## src/rtl/relay_mode_ctrl.sv

```systemverilog
// relay_mode_ctrl
//   Relay framing controller for the hi-simulate relay path. Watches decoded
//   symbols from the demodulator, finds frame start/end for fake-reader and
//   fake-tag relaying, drives the front-end mod_type mux and re-serialises
//   received symbols onto data_out.
//
// Ports
//   clk                   system clock
//   rst_n                 asynchronous active-low reset
//   data_in               decoded symbol (SYM_W bits)
//   data_in_available     one-cycle strobe, data_in valid
//   hi_simulate_mod_type  major mode: 101 fake reader, 110 fake tag, else idle
//   mod_type              000 idle, 001 tag listen, 010 tag mod,
//                         011 reader listen, 100 reader mod
//   data_out              serialised relay bit (serialiser MSB)
//   frame_active          high while in a MOD state
//   frame_count           completed frames, wraps 255 -> 0
//   timeout_pulse         one-cycle pulse when a timeout forces listen
module relay_mode_ctrl #(
  parameter int               SYM_W      = 4,
  parameter int               HIST       = 5,
  parameter int               ALIGN      = 2,
  parameter int               DIV_LOG2   = 4,
  parameter logic [SYM_W-1:0] READER_SOF = 4'hc,
  parameter logic [SYM_W-1:0] TAG_SOF    = 4'hf,
  parameter int               TIMEOUT    = 1024
) (
  input  logic             clk,
  input  logic             rst_n,
  input  logic [SYM_W-1:0] data_in,
  input  logic             data_in_available,
  input  logic [2:0]       hi_simulate_mod_type,
  output logic [2:0]       mod_type,
  output logic             data_out,
  output logic             frame_active,
  output logic [7:0]       frame_count,
  output logic             timeout_pulse
);

  typedef enum logic [2:0] {
    MT_IDLE          = 3'b000,
    MT_TAGSIM_LISTEN = 3'b001,
    MT_TAGSIM_MOD    = 3'b010,
    MT_READER_LISTEN = 3'b011,
    MT_READER_MOD    = 3'b100
  } mode_t;

  localparam logic [2:0] HS_FAKE_READER = 3'b101;
  localparam logic [2:0] HS_FAKE_TAG    = 3'b110;

  localparam int HW    = HIST * SYM_W;
  localparam int CNT_W = (ALIGN > 1) ? $clog2(ALIGN) : 1;
  localparam int TO_W  = $clog2(TIMEOUT + 1);

  localparam logic [DIV_LOG2-1:0] TICK_AT   = DIV_LOG2'(1 << (DIV_LOG2 - 1));
  localparam logic [CNT_W-1:0]    SYM_LAST  = CNT_W'(ALIGN - 1);
  localparam logic [TO_W-1:0]     TMO_LAST  = TO_W'(TIMEOUT - 1);

  mode_t               state_q, state_d;
  logic [HW-1:0]       hist_q, hist_d;
  logic [SYM_W-1:0]    ser_q, ser_d;
  logic [DIV_LOG2-1:0] div_q, div_d;
  logic [CNT_W-1:0]    sym_cnt_q, sym_cnt_d;
  logic [TO_W-1:0]     tmo_q, tmo_d;
  logic [7:0]          frame_count_q, frame_count_d;
  logic                frame_active_q;
  logic                timeout_pulse_q, timeout_pulse_d;

  logic [HW-1:0]       hist_shift;
  logic [CNT_W-1:0]    sym_inc;
  logic                is_reader, is_tag;
  logic                sof_hit, eof_hit;
  logic [SYM_W-1:0]    eof_oldest;
  mode_t               listen_st, mod_st;

  // Detection always looks at the history as it will be after this strobe,
  // so a frame boundary is acted on in the same cycle the symbol arrives.
  assign hist_shift = {hist_q[HW-SYM_W-1:0], data_in};
  assign sym_inc    = (sym_cnt_q == SYM_LAST) ? '0 : sym_cnt_q + 1'b1;
  assign is_reader  = (hi_simulate_mod_type == HS_FAKE_READER);
  assign is_tag     = (hi_simulate_mod_type == HS_FAKE_TAG);
  assign listen_st  = is_reader ? MT_READER_LISTEN : MT_TAGSIM_LISTEN;
  assign mod_st     = is_reader ? MT_READER_MOD : MT_TAGSIM_MOD;
  assign eof_oldest = hist_shift[4*SYM_W-1 -: SYM_W];

  always_comb begin
    sof_hit = (hist_shift[HW-1:SYM_W] == '0) &&
              (hist_shift[SYM_W-1:0] == (is_reader ? READER_SOF : TAG_SOF));
    if (is_reader) begin
      // A reader frame may end on silence or on a repeated SOF followed by silence.
      eof_hit = (hist_shift[3*SYM_W-1:0] == '0) &&
                ((eof_oldest == '0) || (eof_oldest == READER_SOF));
    end else begin
      eof_hit = (hist_shift[2*SYM_W-1:0] == '0);
    end
  end

  always_comb begin
    state_d         = state_q;
    hist_d          = hist_q;
    ser_d           = ser_q;
    div_d           = div_q;
    sym_cnt_d       = sym_cnt_q;
    tmo_d           = tmo_q;
    frame_count_d   = frame_count_q;
    timeout_pulse_d = 1'b0;

    if (!is_reader && !is_tag) begin
      state_d   = MT_IDLE;
      hist_d    = '0;
      ser_d     = '0;
      div_d     = '0;
      sym_cnt_d = '0;
      tmo_d     = '0;
    end else begin
      div_d = div_q + 1'b1;

      // A symbol load wins over a coincident shift tick.
      if (data_in_available) begin
        hist_d    = hist_shift;
        ser_d     = data_in;
        sym_cnt_d = sym_inc;
        tmo_d     = '0;
      end else if (div_q == TICK_AT) begin
        ser_d = ser_q << 1;
      end

      if ((state_q != listen_st) && (state_q != mod_st)) begin
        // Entering (or switching) a relay mode abandons any frame in flight.
        state_d   = listen_st;
        sym_cnt_d = '0;
        tmo_d     = '0;
      end else if (state_q == listen_st) begin
        tmo_d = '0;
        if (data_in_available && sof_hit) begin
          state_d   = mod_st;
          sym_cnt_d = '0;
        end
      end else if (data_in_available) begin
        if ((sym_inc == '0) && eof_hit) begin
          state_d       = listen_st;
          frame_count_d = frame_count_q + 8'd1;
        end
      end else if (tmo_q == TMO_LAST) begin
        state_d         = listen_st;
        tmo_d           = '0;
        timeout_pulse_d = 1'b1;
      end else begin
        tmo_d = tmo_q + 1'b1;
      end
    end
  end

  always_ff @(posedge clk or negedge rst_n) begin
    if (!rst_n) begin
      state_q         <= MT_IDLE;
      hist_q          <= '0;
      ser_q           <= '0;
      div_q           <= '0;
      sym_cnt_q       <= '0;
      tmo_q           <= '0;
      frame_count_q   <= '0;
      frame_active_q  <= 1'b0;
      timeout_pulse_q <= 1'b0;
    end else begin
      state_q         <= state_d;
      hist_q          <= hist_d;
      ser_q           <= ser_d;
      div_q           <= div_d;
      sym_cnt_q       <= sym_cnt_d;
      tmo_q           <= tmo_d;
      frame_count_q   <= frame_count_d;
      frame_active_q  <= (state_d == MT_TAGSIM_MOD) || (state_d == MT_READER_MOD);
      timeout_pulse_q <= timeout_pulse_d;
    end
  end

  assign mod_type      = state_q;
  assign data_out      = ser_q[SYM_W-1];
  assign frame_active  = frame_active_q;
  assign frame_count   = frame_count_q;
  assign timeout_pulse = timeout_pulse_q;

endmodule

```

## config.mk

```make
export PLATFORM = sky130hd
export DESIGN_NAME = relay_mode_ctrl
export DESIGN_NICKNAME = d
export VERILOG_FILES = /design/src/rtl/relay_mode_ctrl.sv
export SDC_FILE = /design/constraint.sdc
export NUM_CORES = 1
export LEC_CHECK = 0
export ABC_AREA = 1
export ABC_CLOCK_PERIOD_IN_PS = 3000
export CAP_MARGIN = 40
export CORE_MARGIN = 5
export CORE_UTILIZATION = 55
export CTS_CLUSTER_DIAMETER = 60
export DETAILED_ROUTE_END_ITERATION = 8
export PLACE_DENSITY = 0.77
export SLEW_MARGIN = 20
export SYNTH_ARGS = -nofsm -noshare
export SYNTH_HDL_FRONTEND = slang
export SYNTH_SLANG_ARGS = --single-unit
```

## constraint.sdc

```tcl
create_clock -name clk -period 3 [get_ports clk]
set_input_delay 0.45 -clock clk [delete_from_list [all_inputs] [get_ports clk]]
set_output_delay 0.45 -clock clk [all_outputs]
set_load 0.01 [all_outputs]
```

-- After elaboration in Yosys (flattened, before gate mapping)
Cells that the tools add are included.
- register bits: 49
- bits in latches: 0
- RAM bits: 0
- memory bits (read-only): 0
- input bits: 10
- output and inout port bits: 14
- word-level logic and storage cells: 78
- memories kept: 0
- add/subtract/negate cells: 4
- $mul: 0
- divide/modulo/power cells: 0
- $lt $le $gt $ge: 0
- equal/unequal tests: 11
- shift operators: 0
- mux-type cells: 33
- bitwise operators: 4
- reduce and logical (&&, ||, !) cells: 17
- operators with widths (operator ; number):
    $mux 11 ; 5
    $mux 16 ; 2
    $mux 3 ; 8
    $logic_not 16->1 ; 1
    $mux 4 ; 4
    $logic_not 12->1 ; 1
    $mux 1 ; 12
    $add 11x1->11 const B ; 1
    $eq 11x10->1 const B ; 1
    $eq 3x3->1 const B ; 3
    $add 8x1->8 const B ; 1
    $eq 4x4->1 const B ; 2
    $logic_not 8->1 ; 1
    $logic_and 1x1->1 ; 6
    $reduce_and 5->1 ; 1
    $add 4x1->4 const B ; 1
    $eq 4x4->1 ; 1
    $logic_not 4->1 ; 1
    $mux 2 ; 2
    $not 1->1 ; 4
    $eq 3x2->1 ; 1
    $eq 3x2->1 const B ; 1
    $ne 3x2->1 ; 1
    $ne 3x3->1 ; 1
    other kinds (5) ; 7

-- Logic depth before layout (Yosys ltp)
- depth after elaboration: 12
- gate-level depth with buffers: 11
- depth with buffers taken out: 11

-- Worst setup path before layout
No wires, ideal clock.
- kind: register -> register
- start point: reg tmo_q[0]
- end point: reg state_q[1] (netlist: mod_type[1])
- setup time: 0.120 ns
- arrival: 1.478 ns
- required time: 2.880 ns
- slack: 1.403 ns
- cell stages (with the launch flop): 10
- path buffers: 0
- clock period less this slack: 1.597 ns
- cells stage by stage: dfrtp_1 ha_1 nand3_1 nor2_1 nand2_1 nor2_2 nand3_1 nand2_1 nand3_1 and3_1
- word-level cells in the longest chain between the ends: 6
- ends and longest elaborated chain (element ; line ; text):
    from (decl) ; 64 ; logic [TO_W-1:0] tmo_q, tmo_d;
    from (signal assigned) ; 171 ; tmo_q <= tmo_d;
    $eq 11x10->1 ; 144 ; end else if (tmo_q == TMO_LAST) begin
    $mux 3 ; 144 ;
    $mux 3 ; 139 ; end else if (data_in_available) begin
    $mux 3 ; 133 ; end else if (state_q == listen_st) begin
    $mux 3 ; 128 ; if ((state_q != listen_st) && (state_q != mod_st)) begin
    $mux 3 ; 108 ; if (!is_reader && !is_tag) begin
    net state_d[1] ; 59 ; mode_t state_q, state_d;
    to (signal assigned) ; 166 ; state_q <= state_d;
    to (decl) ; 59 ;
The timed path passes the listed nets, and every way through them passes these cells.
A chain may end at the register's enable or synchronous reset.

-- Final worst setup path
- start point: in hi_simulate_mod_type[1]
- end point: reg tmo_q[7]
- word-level cells in the longest chain between the ends: 6
- elaborated cells between the ends (all ways): 14
- those cells by class: eq/ne: 5; mux: 5; reduce/logical: 4
- ends and longest elaborated chain (element ; line ; text):
    from (decl) ; 32 ; input logic [2:0] hi_simulate_mod_type,
    $eq 3x3->1 ; 80 ; assign is_reader = (hi_simulate_mod_type == HS_FAKE_READER);
    $mux 2 / $mux 3 (equally long branches) ; 82, 83 ;
    $eq 3x2->1 (tied with other cells) ; 133 ;
    $mux 11 / $logic_and 1x1->1 (equally long branches) ; 133, 128 ;
    $mux 11 ; 128 ;
    $mux 11 * ; 108 ;
    net tmo_d[7] ; 64 ;
The timed path passes the listed nets; every way through them passes the cells marked *.

==> metrics.txt <==
EDFF count, synth 0; DR WL/cell 12.7 um; Setup WS post-layout 891 ps; FMAX approximately 470 MHz; final hold slack 192 ps; largest net degree at the start of global routing 30; io pins 24; sequential-to-total area share from yosys stat 51.1%; Power Dens Cells 413 nW/um2; post-cts resize count 0; drt pass-1 iters 4; Primary FF master, synth dfrtp_1; CP Max Fanout 16; endpoints failing hold 0; Slew HR 53.6%; Post-synth ARST share 100%; cell with the most instances after synthesis inv_1; mux contribution to synthesized area 0%; Least-Margin Pin Slew 696 ps; register bit count reported by yosys about 50; Cell Chain, Critical Path clkdlybuf4s50_1 -> inv_2 -> nor2_1 -> nand2_1 -> nand2_2 -> inv_2 -> nor2_4 -> inv_1 -> nor2_4 -> nand2_2 -> nor3b_1; Synth cell types 28; Final period util 70.3%; Via-to-Cell Ratio 5.14; Psw 0.279 mW; endpoint class of the critical path flip-flop; share of cells above drive strength 1 8.01%; Mean Syn Cell Area ~8.5 um2; sequential share of power approximately three fifths; worst vdd ir roughly 0.00025 V; DP Worst Slack roughly 580 ps; Data required, critical path 3200 ps; starting density of the core a little under three fifths; post-synth top area share 51.1%; switch share 24.2%; # clock sinks 49; synth cell count leaders inv_1, dfrtp_1, nand2_1, nor2_1, nand3_1; Hold Path Class in2async; count of final setup violators 0; CTS tree yes; total grt overflow 0; gpl congestion 0.818; ranking of synthesized cells by area dfrtp_1, inv_1, nand2_1; internal power 0.874 mW; Worst path max stage delay 540 ps; largest family of logic cells by synthesized area simple AND/OR/NAND/NOR gates; DR iter-0 viols 108; Compound-Gate Fraction of Synth Area between 8 and 9%; All-Layer GR Usage 17.5%; fin nets 325; Synth Cell Area approximately 2400 um2; Worst Skew 9.32 ps; Net Count, Synth 296; DR vias 1871; critical path arrival 2310 ps; max-slew violation count 0; vias in the first global route ~1.9k; H-tree Lvls 2; critical path class in2reg; min Tclk post-route roughly 2100 ps; TritonCTS Buffers 5; Ys Warns 0; Die Y-Extent 76.1 um; Post-Synth Simple-Gate Area 24.6%; placed wire-length estimate 3580 um; Die Width 76.1 um; Synth Area in Adders 2.08%; largest area contributor in the netlist dfrtp_1; Post-CTS Setup Bufs 0; core area about 4300 um2; first-pass GRT wire length 8540 um; max_cap viols 0; Design Power 1.15 mW; Die ar. 5790 um2; slowest CP cell clkdlybuf4s50_1; Inserted Diodes 0; Post-Syn Instances 282; Clock power frac 31.8%; RSZ-0062 raised after global routing false; Root Buffer clkbuf_8; crit path launch type primary input; Leak 1.36 nW; Post-DRT Antenna Nets 0; clock latency at the later pin of the worst-skew pair 290 ps; IO Port Bufs 23; final WL 4620 um; Synth Area in XOR/XNOR 4.74%; Layout area overhead 16.3%; Rows 24; DRC 0; status finished clean; setup TNS 0 ps; cell count after placement around 360; Finished Layout Cells 364; Worst-path clk slew 90 ps; Logic pwr share under 10%; initial antenna violation count 0; Longest Clk Path Bufs 2; CTS Hold Buffers Added 0
final cells by class:
| class | instances | area (um2) |
|---|---|---|
| Sequential cell | 49 | 1230 |
| Inverter | 55 | 206 |
| Timing Repair Buffer | 24 | 253 |
| Multi-Input combinational cell | 176 | 960 |
| Clock buffer | 6 | 72.6 |
| Tap cell | 52 | 65.1 |
| Clock inverter | 2 | 10.0 |
| Fill cell | 380 | 1500 |
cell usage in the layout (no fill, tap or decap), types with 3 or more instances in the layout:
cell type,count
inv_1,53
dfrtp_1,49
nand2_1,45
nor2_1,35
clkdlybuf4s50_1,22
nand3_1,16
o22ai_1,13
o21ai_0,11
a21oi_1,9
xor2_1,7
xnor2_1,6
nand2_2,6
clkbuf_8,5
nor3_1,4
nand4_1,4
ha_1,4
nor2_4,3
stage by stage:
stage                     utilization (%)  area, um2
after floorplan                         -       2400
after global placement               62.5       2680
after detailed placement             63.1       2710
after CTS                            65.0       2790
after global routing                 65.0       2790
final                                65.0       2790
worst paths after layout:
kind | startpoint | endpoint | slack, ps | cells after the start
max | hi_simulate_mod_type[1] | tmo_q[7] | 890 | 11
min | rst_n | ser_q[3] | 190 | 1
max reg2reg | tmo_q[0] | mod_type[1] | 1150 | 9
min reg2reg | tmo_q[0] | tmo_q[0] | 480 | 1
max in group asynchronous | rst_n | tmo_q[6] | 2260 | 2
min in group clk | tmo_q[0] | tmo_q[0] | 480 | 1
metal layers:
layer | vias to the layer above | GRT usage [%] | part of all wire, %
met2 | 35 | 29.4 | 50
met3 | 2 | 3.78 | 3.3
met1 | 886 | 22.2 | 46
met5 | - | 0 | 0
li1 | 948 | - | -
met4 | 0 | 6.12 | 0.69
sequential cells by signal, indices dropped and copies added (netlist names):
| register | count |
|---|---|
| frame_active | 1 |
| frame_count | 8 |
| mod_type | 3 |
| tmo_q | 11 |
| timeout_pulse | 1 |
| ser_q | 4 |
| sym_cnt_q | 1 |
| div_q | 4 |
| hist_q | 16 |
critical path: cells and delay by family:
kind          cells  cell delay [ps]
buf+inv           4              940
simple gates      7              920
cells by family (layout without fill, tap and decap cells):
family	Yosys count	in the layout
adder cells (fa/ha/maj)	4	4
AND/OR/NAND/NOR	123	123
AO/OA/AOI/OAI	36	36
buffers and inverters	57	87
XOR/XNOR	13	13
flip-flops	49	49
power by group through the flow:
| stage | combinational [mW] | clock (mW) | sequential [mW] |
|---|---|---|---|
| 2_1_floorplan | 0.0542 | 0 | 0.693 |
| 3_3_place_gp | 0.103 | 0 | 0.691 |
| 3_5_place_dp | 0.110 | 0 | 0.692 |
| 4_1_cts | 0.110 | 0.379 | 0.679 |
| 5_1_grt | 0.124 | 0.410 | 0.681 |
| 6_report | 0.109 | 0.367 | 0.678 |
Power figures use the tool's default switching activity.
